===== config.mk =====
export PLATFORM = sky130hd
export DESIGN_NAME = load_store_unit
export DESIGN_NICKNAME = d
export VERILOG_FILES = /design/src/rtl/lsu_pkg.sv /design/src/rtl/lsu_align.sv /design/src/rtl/load_store_unit.sv
export SDC_FILE = /design/constraint.sdc
export NUM_CORES = 1
export LEC_CHECK = 0
export ABC_AREA = 1
export ABC_CLOCK_PERIOD_IN_PS = 4900
export CORE_ASPECT_RATIO = 1.75
export CORE_MARGIN = 10
export CORE_UTILIZATION = 30
export DETAILED_ROUTE_END_ITERATION = 8
export DONT_BUFFER_PORTS = 1
export HOLD_SLACK_MARGIN = 0.05
export PLACE_DENSITY = 0.52
export SLEW_MARGIN = 20
export SYNTH_ARGS = -nofsm -noshare
export SYNTH_HDL_FRONTEND = slang
export SYNTH_HIERARCHICAL = 1
export SYNTH_SLANG_ARGS = --single-unit

===== constraint.sdc =====
create_clock -name clk -period 4.9 [get_ports clk]
set_input_delay 0.735 -clock clk [delete_from_list [all_inputs] [get_ports clk]]
set_output_delay 0.735 -clock clk [all_outputs]
set_load 0.005 [all_outputs]

===== src/rtl/lsu_pkg.sv =====
// Load/store unit shared types.
// Request size, fault code and FSM state encodings.
package lsu_pkg;

    typedef enum logic [1:0] {
        BYTE    = 2'd0,
        HALF    = 2'd1,
        WORD    = 2'd2,
        ILLEGAL = 2'd3
    } size_e;

    typedef enum logic [1:0] {
        NONE         = 2'd0,
        MISALIGNED   = 2'd1,
        RANGE        = 2'd2,
        ILLEGAL_SIZE = 2'd3
    } fault_e;

    typedef enum logic [1:0] {
        IDLE  = 2'd0,
        ISSUE = 2'd1,
        LOAD  = 2'd2,
        RESP  = 2'd3
    } state_e;

    // Illegal size outranks misalignment, which outranks range.
    function automatic fault_e check_req(
        input logic [1:0]  size,
        input logic [31:0] addr,
        input logic [31:0] limit
    );
        if (size == 2'd3)
            return ILLEGAL_SIZE;
        if ((size == 2'd1 && addr[0]) ||
            (size == 2'd2 && addr[1:0] != 2'b00))
            return MISALIGNED;
        if (addr >= limit)
            return RANGE;
        return NONE;
    endfunction

endpackage


===== src/rtl/lsu_align.sv =====
// Byte-lane steering for the load/store unit.
// Builds store strobes/replicated data and extends load lanes.
module lsu_align
    import lsu_pkg::*;
(
    input  size_e       size,
    input  logic [1:0]  addr,
    input  logic        zext,
    input  logic [31:0] wdata,
    input  logic [31:0] rdata,
    output logic [3:0]  wstrb,
    output logic [31:0] wdata_rep,
    output logic [31:0] rdata_ext
);

    logic [7:0]  byte_v;
    logic [15:0] half_v;

    always_comb begin
        wstrb     = 4'b0000;
        wdata_rep = wdata;
        rdata_ext = rdata;
        byte_v    = rdata[{addr, 3'b000} +: 8];
        half_v    = rdata[{addr[1], 4'b0000} +: 16];
        unique case (size)
            BYTE: begin
                wstrb     = 4'b0001 << addr;
                wdata_rep = {4{wdata[7:0]}};
                rdata_ext = zext ? {24'b0, byte_v}
                                 : {{24{byte_v[7]}}, byte_v};
            end
            HALF: begin
                wstrb     = 4'b0011 << {addr[1], 1'b0};
                wdata_rep = {2{wdata[15:0]}};
                rdata_ext = zext ? {16'b0, half_v}
                                 : {{16{half_v[15]}}, half_v};
            end
            WORD: begin
                wstrb = 4'b1111;
            end
            default: begin
                wstrb = 4'b0000;
            end
        endcase
    end

endmodule


===== src/rtl/load_store_unit.sv =====
// Load/store unit between execute and word-organised RAM.
// One request in flight; loads wait out the RAM read latency.
module load_store_unit
    import lsu_pkg::*;
#(
    parameter int unsigned RAM_BYTES = 32'd63488
) (
    input  logic        clk,
    input  logic        rst_n,
    input  logic        req_valid,
    output logic        req_ready,
    input  logic        req_write,
    input  logic [1:0]  req_size,
    input  logic        req_unsigned,
    input  logic [31:0] req_addr,
    input  logic [31:0] req_wdata,
    output logic        rsp_valid,
    input  logic        rsp_ready,
    output logic [31:0] rsp_rdata,
    output logic [1:0]  rsp_fault,
    output logic [31:0] mem_addr,
    output logic [31:0] mem_wdata,
    output logic [3:0]  mem_wstrb,
    input  logic [31:0] mem_rdata
);

    state_e     state, state_n;
    logic       q_write;
    logic       q_zext;
    size_e      q_size;
    logic [1:0] q_lo;
    fault_e     req_flt;
    logic       accept;

    size_e       al_size;
    logic [1:0]  al_addr;
    logic [3:0]  al_wstrb;
    logic [31:0] al_wdata;
    logic [31:0] al_rdata;

    assign req_ready = (state == IDLE);
    assign accept    = req_valid && req_ready;
    assign req_flt   = check_req(req_size, req_addr, RAM_BYTES);

    // Steer the live request while idle, the latched one afterwards.
    assign al_size = req_ready ? size_e'(req_size) : q_size;
    assign al_addr = req_ready ? req_addr[1:0] : q_lo;

    lsu_align u_align (
        .size      (al_size),
        .addr      (al_addr),
        .zext      (q_zext),
        .wdata     (req_wdata),
        .rdata     (mem_rdata),
        .wstrb     (al_wstrb),
        .wdata_rep (al_wdata),
        .rdata_ext (al_rdata)
    );

    always_ff @(posedge clk or negedge rst_n) begin
        if (!rst_n)
            state <= IDLE;
        else
            state <= state_n;
    end

    always_comb begin
        state_n = state;
        unique case (state)
            IDLE:    if (accept)
                         state_n = (req_flt != NONE) ? RESP : ISSUE;
            ISSUE:   state_n = q_write ? RESP : LOAD;
            LOAD:    state_n = RESP;
            RESP:    if (rsp_ready)
                         state_n = IDLE;
            default: state_n = IDLE;
        endcase
    end

    always_ff @(posedge clk or negedge rst_n) begin
        if (!rst_n) begin
            q_write   <= 1'b0;
            q_zext    <= 1'b0;
            q_size    <= BYTE;
            q_lo      <= 2'b00;
            mem_addr  <= '0;
            mem_wdata <= '0;
            mem_wstrb <= '0;
            rsp_valid <= 1'b0;
            rsp_rdata <= '0;
            rsp_fault <= '0;
        end else begin
            unique case (state)
                IDLE: begin
                    if (accept) begin
                        if (req_flt != NONE) begin
                            rsp_valid <= 1'b1;
                            rsp_fault <= req_flt;
                            rsp_rdata <= '0;
                        end else begin
                            q_write  <= req_write;
                            q_zext   <= req_unsigned;
                            q_size   <= size_e'(req_size);
                            q_lo     <= req_addr[1:0];
                            mem_addr <= {req_addr[31:2], 2'b00};
                            if (req_write) begin
                                mem_wstrb <= al_wstrb;
                                mem_wdata <= al_wdata;
                            end
                        end
                    end
                end
                ISSUE: begin
                    mem_wstrb <= '0;
                    if (q_write) begin
                        rsp_valid <= 1'b1;
                        rsp_fault <= NONE;
                        rsp_rdata <= '0;
                    end
                end
                LOAD: begin
                    rsp_valid <= 1'b1;
                    rsp_fault <= NONE;
                    rsp_rdata <= al_rdata;
                end
                RESP: begin
                    if (rsp_ready)
                        rsp_valid <= 1'b0;
                end
                default: ;
            endcase
        end
    end

endmodule


=== Word level (Yosys, flattened, before mapping) ===
Index checks and enable logic that the tools add are counted.

* Magnitude comparators: 1
* Equal/unequal tests: 14
* Shift-type cells: 4
* Muxes and demuxes: 41
* Bitwise operators: 1
* Reduce and logical (&&, ||, !) cells: 16

{| class="wikitable"
|+ Operators by type and width
! operator !! number
|-
| $mux W32 || 5
|-
| $pmux W32 S2 || 2
|-
| $pmux W32 S3 || 1
|-
| $ge A32 B16 Y1 const B || 1
|-
| $shiftx A32 B6 Y16 || 1
|-
| $shiftx A32 B6 Y8 || 1
|-
| $mux W2 || 14
|-
| $reduce_and A4 Y1 || 4
|-
| $mux W4 || 3
|-
| $pmux W4 S3 || 1
|-
| $mux W1 || 11
|-
| $eq A2 B2 Y1 const B || 5
|-
| $pmux W2 S4 || 1
|-
| $pmux W4 S2 || 1
|-
| $eq A2 B1 Y1 const B || 3
|-
| $ne A2 B1 Y1 const B || 3
|-
| $ne A2 B2 Y1 const B || 3
|-
| $pmux W2 S3 || 1
|-
| $reduce_bool A2 Y1 || 3
|-
| $logic_not A2 Y1 || 2
|-
| $pmux W1 S4 || 1
|-
| $shl A1 B2 Y4 const A || 1
|-
| $shl A2 B2 Y4 const A || 1
|-
| $logic_and A1 B1 Y1 || 3
|-
| 5 further kinds || 5
|}

* Flip-flop bits (word level): 109
* Output and inout bits: 104
* Word-level logic and storage cells: 88

=== Depth between registers and ports, before layout ===
* Depth in word-level cells: 14
* Depth in mapped cells: 19
* Depth with buffers taken out: 16

=== Cells and area by module ===
Netlist, hierarchy kept.

{| class="wikitable"
|+ Modules (own cells, without submodules)
! module !! times used !! cells an instance !! area an instance (µm²)
|-
| load_store_unit || 1 || 598 || 4874.7
|-
| lsu_align || 1 || 292 || 1311.3
|}

=== Worst setup path after synthesis ===
No wires, ideal clock.

* Path type: register to register
* Start: reg state[0]
* End: reg rsp_rdata[7]
* Arrival time: 2342 ps
* Slack: 2492 ps
* Stages on the path, launching flop included: 16
* Clock period less this slack: 2408 ps
* Cells stage by stage: dfrtp_1 -> inv_1 -> ha_1 -> inv_1 -> clkbuf_1 -> o21ai_0 -> inv_2 -> nor2_4 -> nand2_1 -> nand2_1 -> nand2_1 -> nand3_1 -> nand2_1 -> inv_1 -> nand4_1 -> nand2_1

* Elaborated cells on any way between the ends: 19
* Classes of those cells: eq/ne: 6; shift: 2; mux: 6; reduce/logical: 5

{| class="wikitable"
|+ RTL lines
! item !! line !! source
|-
| from (decl) || load_store_unit.sv:27 || <nowiki>state_e state, state_n;</nowiki>
|-
| from (signal assigned) || load_store_unit.sv:64 || <nowiki>state <= state_n;</nowiki>
|-
| $logic_not A2 Y1 * || load_store_unit.sv:41 || <nowiki>assign req_ready = (state == IDLE);</nowiki>
|-
| via req_ready || load_store_unit.sv:11 || <nowiki>output logic req_ready,</nowiki>
|-
| $mux W2 * || load_store_unit.sv:46 || <nowiki>assign al_size = req_ready ? size_e'(req_size) : q_size;</nowiki>
|-
| via al_size[0] || load_store_unit.sv:35 || <nowiki>size_e al_size;</nowiki>
|-
| $eq A2 B1 Y1 / $logic_not A2 Y1 (equally long branches) || lsu_align.sv:25 || <nowiki>unique case (size)</nowiki>
|-
| $pmux W32 S2 * || lsu_align.sv:25 ||
|-
| via al_rdata[7] || load_store_unit.sv:39 || <nowiki>logic [31:0] al_rdata;</nowiki>
|-
| $pmux W32 S3 * || load_store_unit.sv:93 || <nowiki>unique case (state)</nowiki>
|-
| to (signal assigned) || load_store_unit.sv:124 || <nowiki>rsp_rdata <= al_rdata;</nowiki>
|-
| to (decl) || load_store_unit.sv:19 || <nowiki>output logic [31:0] rsp_rdata,</nowiki>
|}

The timed path passes the listed nets; every way through them passes the cells marked *.
A chain may end at the register's enable or synchronous reset.

=== Worst setup path after layout ===
* Start: reg state[0]
* End: reg rsp_rdata[8]

Same word-level chain as after synthesis.

==> results.sh <==
export IMPL_status="finished clean"
export IMPL_core_area_um2=20300
export IMPL_grt_use_total_pct=15.2
export IMPL_crit_buf_inv=5
export IMPL_postLayoutSetupSlackWorst_ps=1640
export IMPL_nFillCells=2218
export IMPL_vias_per_cell=4.87
export IMPL_drv_cap=0
export IMPL_die_w_um=129
export IMPL_crit_path_end_kind="flop"
export IMPL_cp_start_kind="flop"
export IMPL_grt_pass1_wl_um=31900
export IMPL_cp_cell_sequence="inv_1 > ha_1 > inv_1 > o21ai_0 > inv_2 > nor2_4 > inv_2 > nor2_4 > nand2_1 > nand3_1 > nand2_1 > inv_1 > nand4_1 > nand2_1"
export IMPL_start_util_pct=30.5
export IMPL_worstSkewPairLatency_ps=360
export IMPL_synthesis_area_um2=6190
export IMPL_cellLeakagePower_nw=3.64
export IMPL_postCtsHoldBufs=0
export IMPL_multi_input_area_um2=2720
export IMPL_drtIter0Drc=375
export IMPL_hold_class="in2async"
export IMPL_cts_tree="built"
export IMPL_crit_type="reg2reg"
export IMPL_grt_overflow_total=0
export IMPL_tightest_slew_ps=752
export IMPL_worst_path_largest_cell_delay_ps=540
export IMPL_clk_root_buffer_cell="clkbuf_16"
export IMPL_wl_per_cell_um=19.1
export IMPL_p_per_area_nw_per_um2=440
export IMPL_drive_above_1_share_pct=5.96
export IMPL_dr_pass1_iters=5
export IMPL_drc=0
export IMPL_cts_resized=0
export IMPL_peakVddDrop_uv=225
export IMPL_grt_pass1_vias=5159
export IMPL_dp_slack_ps=1620
export IMPL_post_route_min_period_ps=3260
export IMPL_yosysWarningCount=6
export IMPL_rows=69
export IMPL_ff_latch_area_um2=2730
export IMPL_cp_required_ps=5200
export IMPL_hold_viol=0
export IMPL_finalSetupViolCount=0
export IMPL_syn2layout_area_growth_pct=5.42
export IMPL_post_cts_buffers=0
export IMPL_slew_violations=0
export IMPL_dpl_hpwl_um=15700
export IMPL_cp_max_fo=13
export IMPL_clk_pin_slew_ps=80
export IMPL_min_period_over_period_pct=66.5
export IMPL_grt_max_degree=110
export IMPL_critPathSlowestCell="o21ai_0"
export IMPL_cp_top_family="simple AND/OR/NAND/NOR gates"
export IMPL_vias=5368
export IMPL_clock_sinks=109
export IMPL_slew_headroom_pct=49.8
export IMPL_fmax_mhz=307
export IMPL_final_nets=958
export IMPL_fin_tns_setup_ps=0
export IMPL_cts_htree_levels=3
export IMPL_numCtsBuffers=9
export IMPL_rsz0062_at_grt="no"
export IMPL_gp_congestion=0.825
export IMPL_yosys_register_bits=109
export IMPL_clock_skew_ps=8.94
export IMPL_antenna_found_initial=0
export IMPL_antennaDiodeCount=0
export IMPL_synth_avg_cell_area_um2=6.95
export IMPL_seq_area_frac_synth_pct=44.1
export IMPL_whs_ps=78.5
export IMPL_die_y_um=210
export IMPL_dieArea_um2=27000
export IMPL_ys_types=30
export IMPL_ant_nets=0
export IMPL_pin_count=208
export IMPL_cts_buffer_depth=2
export IMPL_drt_wl_total_um=21100
export IMPL_portBuffers=0
export IMPL_cp_data_arrival_time_ps=3560
export IMPL_syn_inst=890
-- cells in the mapped netlist --
cell type / number / area [um2]
nand4_1: 34 / 213
buf_1: 3 / 11.3
nand3_2: 5 / 50.1
a31oi_1: 1 / 6.26
nand2_1: 392 / 1470
buf_4: 17 / 128
conb_1: 1 / 3.75
o21ai_1: 24 / 120
o22ai_1: 1 / 6.26
nor2_2: 2 / 12.5
nand2_2: 3 / 18.8
dfrtp_1: 109 / 2730
nand3_4: 1 / 17.5
nor2_4: 4 / 45.0
inv_2: 7 / 26.3
o21ai_0: 27 / 135
o311ai_1: 1 / 8.76
ha_1: 4 / 50.1
buf_6: 3 / 33.8
a21oi_2: 2 / 17.5
or2_1: 1 / 6.26
o211ai_1: 7 / 52.6
nor3_4: 1 / 16.3
a21oi_1: 3 / 15.0
buf_2: 19 / 95.1
clkbuf_1: 18 / 67.6
nand3_1: 64 / 320
nor2_1: 30 / 113
inv_1: 105 / 394
clkinv_1: 1 / 3.75
-- area by class of cell --
cell class	instances	share of cell area, %
Clock buffer	11	3.72
Clock inverter	5	0.537
Inverter	113	6.50
Multi-Input combinational cell	609	41.7
Sequential cell	109	41.8
Tap cell	248	4.76
Timing Repair Buffer	8	0.921
-- flip-flops by register name, summed over array words and instances (netlist names) --
register / flops
q_write: 1
q_size: 2
mem_addr: 30
q_zext: 1
rsp_rdata: 32
mem_wstrb: 4
mem_wdata: 32
rsp_fault: 2
rsp_valid: 1
q_lo: 2
state: 2
-- cells in the final DEF, fill, tap and decap left out, types with 2 or more instances in the layout --
cell       instances
nand2_1          392
dfrtp_1          109
inv_1            105
nand3_1           64
nand4_1           34
nor2_1            30
o21ai_0           24
o21ai_1           24
clkbuf_16          9
buf_4              8
inv_2              7
o211ai_1           7
nand3_2            5
nor2_4             4
ha_1               4
a21oi_1            3
nand2_2            3
o21ai_2            2
nor2_2             2
a21oi_2            2
conb_1             2
clkinv_2           2
-- worst paths after layout --
kind / from / endpoint / slack (ps) / cells past startpoint
setup / recovery: state[0]$_DFFE_PN0P_ / rsp_rdata[8]$_DFFE_PN0P_ / 1640 / 14
hold / removal: rst_n / mem_addr[10]$_DFFE_PN0P_ / 80 / 0
setup reg to reg: state[0]$_DFFE_PN0P_ / rsp_rdata[8]$_DFFE_PN0P_ / 1640 / 14
hold reg to reg: q_lo[0]$_DFFE_PN0P_ / q_lo[0]$_DFFE_PN0P_ / 500 / 2
max in group asynchronous: rst_n / mem_addr[26]$_DFFE_PN0P_ / 4610 / 0
min in group clk: req_addr[7] / mem_addr[7]$_DFFE_PN0P_ / 500 / 2
-- metrics by stage --
step	power [mW]	util, %	cells	instance area, um2
finish	2.87	32.1	1103	6520
global route	3.10	32.1	1103	6520
CTS	2.92	32.1	1103	6520
detailed placement	2.19	30.8	1087	6240
global placement	2.19	30.8	1087	6240
floorplan	1.96	-	891	6190
-- layer usage --
| metal | up-vias | routed length (um) | track usage (%) |
|---|---|---|---|
| met1 | 2509 | 7400 | 15.6 |
| met3 | 20 | 1850 | 4.87 |
| met2 | 183 | 11400 | 27.7 |
| met4 | 0 | 440 | 5.66 |
| li1 | 2656 | - | - |
| met5 | - | 0 | 0 |
-- cells by family (layout without fill, tap and decap cells) --
kind of cell	after synthesis	after routing	synth area share, %
buffers and inverters	173	137	12.3
other	1	2	0.0606
and+or+nand+nor	537	537	36.9
AOI/OAI and AO/OA	66	66	5.85
adders and majority gates	4	4	0.809
DFF	109	109	44.1
-- power breakdown --
group | leakage, nW | total (mW) | internal (mW) | switching [mW]
clock | 0.136 | 0.714 | 0.361 | 0.353
sequential | 1.33 | 1.06 | 0.983 | 0.0790
combinational | 2.17 | 1.09 | 0.332 | 0.760
Power figures use the tool's default switching activity.
